`config.mk`:
```
export PLATFORM = sky130hd
export DESIGN_NAME = sum_accumulator
export DESIGN_NICKNAME = d
export VERILOG_FILES = /design/src/rtl/sum_acc_pkg.sv /design/src/rtl/sum_accumulator_sat_add.sv /design/src/rtl/sum_accumulator.sv
export SDC_FILE = /design/constraint.sdc
export NUM_CORES = 1
export LEC_CHECK = 0
export BUFFER_PORTS_ARGS = -buffer_cell sky130_fd_sc_hd__buf_2
export CAP_MARGIN = 20
export CORE_UTILIZATION = 44
export CTS_CLUSTER_DIAMETER = 60
export DETAILED_ROUTE_END_ITERATION = 6
export PLACE_DENSITY = 0.75
export SKIP_LAST_GASP = 1
export SYNTH_ARGS = -nofsm -noshare
export SYNTH_HDL_FRONTEND = slang
export SYNTH_HIERARCHICAL = 1
export SYNTH_SLANG_ARGS = --single-unit
```
`constraint.sdc`:
```
create_clock -name clk -period 2.7 [get_ports clk]
set_input_delay 0.81 -clock clk [delete_from_list [all_inputs] [get_ports clk]]
set_output_delay 0.81 -clock clk [all_outputs]
set_load 0.02 [all_outputs]
```
`src/rtl/sum_acc_pkg.sv`:
```
// Shared types and default sizing for the adder-sum accumulator.
// The adder bench also uses these defaults.
package sum_acc_pkg;

    typedef enum logic [0:0] {
        ACCUM = 1'b0,
        HOLD  = 1'b1
    } acc_state_e;

    localparam int DEF_COUNT = 8;
    localparam int DEF_IN_W  = 5;
    localparam int DEF_ACC_W = 8;
    localparam int DEF_CNT_W = 8;

endpackage

```
`src/rtl/sum_accumulator_sat_add.sv`:
```
// Combinational unsigned saturating adder.
// Clamps to all-ones on carry out.
module sat_add #(
    parameter int W = 8
) (
    input  logic [W-1:0] a,
    input  logic [W-1:0] b,
    output logic [W-1:0] sum,
    output logic         ovf
);

    logic [W:0] full;

    always_comb begin
        full = {1'b0, a} + {1'b0, b};
        ovf  = full[W];
        sum  = full[W] ? {W{1'b1}} : full[W-1:0];
    end

endmodule

```
`src/rtl/sum_accumulator.sv`:
```
// Block accumulator behind the ripple adder: saturating sum of
// COUNT samples, presented with count and sticky overflow flag.
module sum_accumulator
    import sum_acc_pkg::*;
#(
    parameter int COUNT = DEF_COUNT,
    parameter int IN_W  = DEF_IN_W,
    parameter int ACC_W = DEF_ACC_W,
    parameter int CNT_W = DEF_CNT_W
) (
    input  logic             clk,
    input  logic             rst,
    input  logic [IN_W-1:0]  sum_in,
    input  logic             in_valid,
    output logic             in_ready,
    input  logic             flush,
    output logic [ACC_W-1:0] out_sum,
    output logic [CNT_W-1:0] out_cnt,
    output logic             out_sat,
    output logic             out_valid,
    input  logic             out_ready
);

    acc_state_e       state;
    logic [ACC_W-1:0] acc;
    logic [CNT_W-1:0] cnt;
    logic             sat;

    logic [ACC_W-1:0] add_sum;
    logic             add_ovf;
    logic [CNT_W-1:0] cnt_inc;
    logic             accept;
    logic             last;

    sat_add #(
        .W (ACC_W)
    ) u_sat_add (
        .a   (acc),
        .b   (ACC_W'(sum_in)),
        .sum (add_sum),
        .ovf (add_ovf)
    );

    assign in_ready  = (state == ACCUM);
    assign out_valid = (state == HOLD);
    assign accept    = in_valid && in_ready;
    assign cnt_inc   = cnt + CNT_W'(1);
    assign last      = (cnt_inc == CNT_W'(COUNT));

    always_ff @(posedge clk) begin
        if (rst) begin
            state <= ACCUM;
            acc   <= '0;
            cnt   <= '0;
            sat   <= 1'b0;
        end else begin
            unique case (state)
                ACCUM: begin
                    if (accept) begin
                        acc <= add_sum;
                        cnt <= cnt_inc;
                        sat <= sat | add_ovf;
                        if (last || flush)
                            state <= HOLD;
                    end else if (flush && cnt != '0) begin
                        state <= HOLD;
                    end
                end
                HOLD: begin
                    // Result handed off: start the next block clean.
                    if (out_ready) begin
                        state <= ACCUM;
                        acc   <= '0;
                        cnt   <= '0;
                        sat   <= 1'b0;
                    end
                end
                default: state <= ACCUM;
            endcase
        end
    end

    assign out_sum = acc;
    assign out_cnt = cnt;
    assign out_sat = sat;

endmodule
```
==> results.md <==
* Final WL at 2910 um
* Crit path DAT at about 2.5 ns
* Synth warn at 6
* Mux share of post-synthesis cell area at 0.793%
* Run status: finished clean
* Max Slew Vio Count at 0
* CTS buffer count at 3
* R2R Path Start: out_sum[0]$_SDFFE_PP0P_
* Power Dens Cells at between 500 and 600 mW/mm^2
* Simple-gate portion of the synthesized area at 26.3%
* Die H at 55.6 um
* DP HPWL at between 2000 and 2500 um
* Setup TNS Final at 0 ns
* Post-Layout Cell Count at around 210
* First-pass GRT wire length at 4890 um
* Fmax at 435 MHz
* Finish-stage setup viols at 0
* Port buffer count at 28
* Postcts setup bufs at 0
* M1 wire length at 1310 um
* Clock Path Buffers at 2
* Worst-Skew Late Latency at 0.29 ns
* Compound-cell area share of the yosys netlist at between 20% and 30%
* Chip width at 55.6 um
* Cells after DPL at 207
* # IOs at 29
* Fin util at between 50% and 60%
* Post-Route Hold Slack at 0.524 ns
* Number of cell rows at 19
* Total global routing overflow at 0
* Initial Util at 46.2%
* Post-synthesis sequential element count at 18
* CP Max Fanout at 8
* Avg Cell Area, Syn at 8.36 um^2
* DR DRC count at 0
* Vias in the first global route at 1159
* Unrepaired setup endpoints after global routing: false
* Min cycle time layout at 2.30 ns
* Setup crit start kind: primary input
* CTS Hold Bufs at 0
* Die area at 0.00309 mm^2
* Netlist Area Pre-Place at 0.00126 mm^2
* Critical Path End: out_sum[6]$_SDFFE_PP0P_
* Reg clk slew, reported paths at ~0.10 ns
* Max-cap viol count at 0
* Comb pwr share at 39.3%
* Syn Inst Count at 151
* DRT Pass-1 Iters at 4
* CP Class: primary input to flip-flop
* Total GRT Usage at around 19%
* Vias per Instance at 5.94
* Number of clock sinks at 18
* Post-synth EDFFs at 0
* Core area at between 0.002 and 0.003 mm^2
* Internal power at ~0.5 mW
* CTS tree: built
* Final Skew at 0.00281 ns
* Routed Antenna Nets at 0
* Wire per inst at ~14 um
* Worst VDD drop at 0.315 mV
* Sw frac at between 30% and 40%
* FF-to-FF End: out_sum[6]$_SDFFE_PP0P_
* Distinct cell type count after synthesis at 46
* Critical path origin: sum_in[0]
* Leak at 0.673 nW
* Main combinational cell family by area after synthesis: simple AND/OR/NAND/NOR gates
* Ant diodes at 0
* Power share of the sequential group at 39.5%
* Root Driver: clkbuf_4
* Ys flop type: dfxtp_1
* Reg2reg setup slack at between 0.6 and 0.7 ns
* Final Hold Fails at 0
* Path depth of the worst reg2reg path at 8
* Ys async rst share at 0%
* Seq/Total Area, Yosys at around 29%
* CP required at between 2 and 3 ns
* Met2 routed WL at 1430 um
* Area share of fa/ha/maj cells after synthesis at 12.5%
* Psw at approximately 0.29 mW
* Metal3 WL at 139 um
* Total number of vias at approximately 1300
* Fraction of layout cells with a size suffix above 1 at 25.0%
* Final period utilization at 85.1%
* GP Congestion at 0.786
* Detailed Route Iter0 Violations at 60
* XOR/XNOR share of the synthesized area at 3.47%
* Crit. End Element: flip-flop
* Fill count at 275
* Overall power at about 0.8 mW
* Antenna violations before repair at 0
* Min-delay worst type: flip-flop to flip-flop
* Syn-to-layout area delta at 15.4%
* Post_cts resized at 0
* Clock power frac at 21.2%
* H-tree depth at 1
* # nets final at 203
* Highest metal used: met4
* Largest net degree at the start of global routing at 20
per-stage QoR:
stage | setup WS (ns) | area [um^2]
global placement | 0.146 | 1420
global route | 0.287 | 1460
detailed placement | 0.106 | 1420
finish | 0.403 | 1460
floorplan | 0.333 | 1270
CTS | 0.418 | 1460
kinds of logic (layout without fill, tap and decap cells):
| logic type | Yosys count | count (layout) |
|---|---|---|
| compound gates | 41 | 41 |
| other cells | 1 | 3 |
| simple gates | 60 | 60 |
| xor+xnor | 5 | 5 |
| flops | 18 | 18 |
| fa+ha+maj | 12 | 12 |
| mux | 1 | 1 |
| buf+inv | 13 | 40 |
worst min-delay path by stage:
| stage | slack, ns | cells after the start | start | to |
|---|---|---|---|---|
| after global placement | 0.49 | 2 | out_sat$_SDFFE_PP0P_ | out_sat$_SDFFE_PP0P_ |
| after CTS | 0.53 | 2 | out_sat$_SDFFE_PP0P_ | out_sat$_SDFFE_PP0P_ |
| after detailed placement | 0.50 | 2 | out_sat$_SDFFE_PP0P_ | out_sat$_SDFFE_PP0P_ |
| final | 0.52 | 2 | out_sat$_SDFFE_PP0P_ | out_sat$_SDFFE_PP0P_ |
| after floorplan | 0.58 | 2 | out_cnt[6]$_SDFFE_PP0P_ | out_cnt[6]$_SDFFE_PP0P_ |
| after global routing | 0.57 | 2 | out_cnt[6]$_SDFFE_PP0P_ | out_cnt[6]$_SDFFE_PP0P_ |
layer usage:
metal,vias up,global-route usage [%]
met3,4,4.22
met1,606,23.4
li1,604,-
met2,39,32.5
met5,-,0
met4,0,10.0
cell usage after synthesis, drive strengths merged (2+ instances only):
library cell  count  share of area [%]
nor2             19                5.6
dfxtp            18                 29
a21oi            12                5.4
nand2            12                3.6
ha               11                 11
a22oi            10                5.9
buf               6                3.2
inv               6                1.8
nand3             6                2.8
o21ai             5                2.0
nor3              4                1.6
a31oi             3                1.5
nand2b            3                2.5
nor4              3                2.7
nor4b             3                2.1
xor2              3                2.1
a21o              2                1.2
and2              2               0.99
and3              2                1.1
nand3b            2                1.2
o21a              2                1.8
xnor2             2                1.4
sequential cells by signal, summed over array words and instances (netlist names):
register   flops
out_sat        1
out_valid      1
out_cnt        8
out_sum        8
final cells by class:
cell class / count / area [um^2] / share of cell area [%]
tap: 31 / 38.8 / 2.66
inverter: 6 / 22.5 / 1.55
timing repair buffer: 30 / 155 / 10.7
multi-input combinational: 122 / 843 / 57.9
clock buffer: 4 / 36.3 / 2.49
sequential: 18 / 360 / 24.7
cells in the final DEF (no fill, tap or decap), types with 2 or more instances in the layout:
| cell | n |
|---|---|
| buf_2 | 28 |
| nor2_1 | 19 |
| dfxtp_1 | 18 |
| nand2_1 | 12 |
| ha_1 | 11 |
| a22oi_1 | 10 |
| a21oi_1 | 10 |
| inv_1 | 6 |
| o21ai_0 | 5 |
| nand3_1 | 5 |
| nor3_1 | 4 |
| a31oi_1 | 3 |
| nor4b_1 | 3 |
| clkbuf_4 | 3 |
| xor2_1 | 3 |
| conb_1 | 3 |
| a21oi_2 | 2 |
| nand3b_1 | 2 |
| and2_1 | 2 |
| nor4_1 | 2 |
| xnor2_1 | 2 |
| buf_4 | 2 |
| a21o_1 | 2 |
| nand2b_2 | 2 |
power by group through the flow:
stage	Sequential, mW	Clock, mW	Combinational (mW)
floorplan	0.341	0	0.210
global placement	0.317	0	0.296
detailed placement	0.317	0	0.306
CTS	0.312	0.172	0.309
global route	0.316	0.181	0.343
finish	0.312	0.167	0.310
worst max-delay path, cell delays in order:
cell and delay [ns]:
buf_2 0.10, ha_1 0.19, fa_1 0.42, a21oi_1 0.21
o211a_1 0.24, o21a_4 0.21, nand2_1 0.06, a22oi_1 0.17
nor2_1 0.06
(Power assumes the default switching activity.)
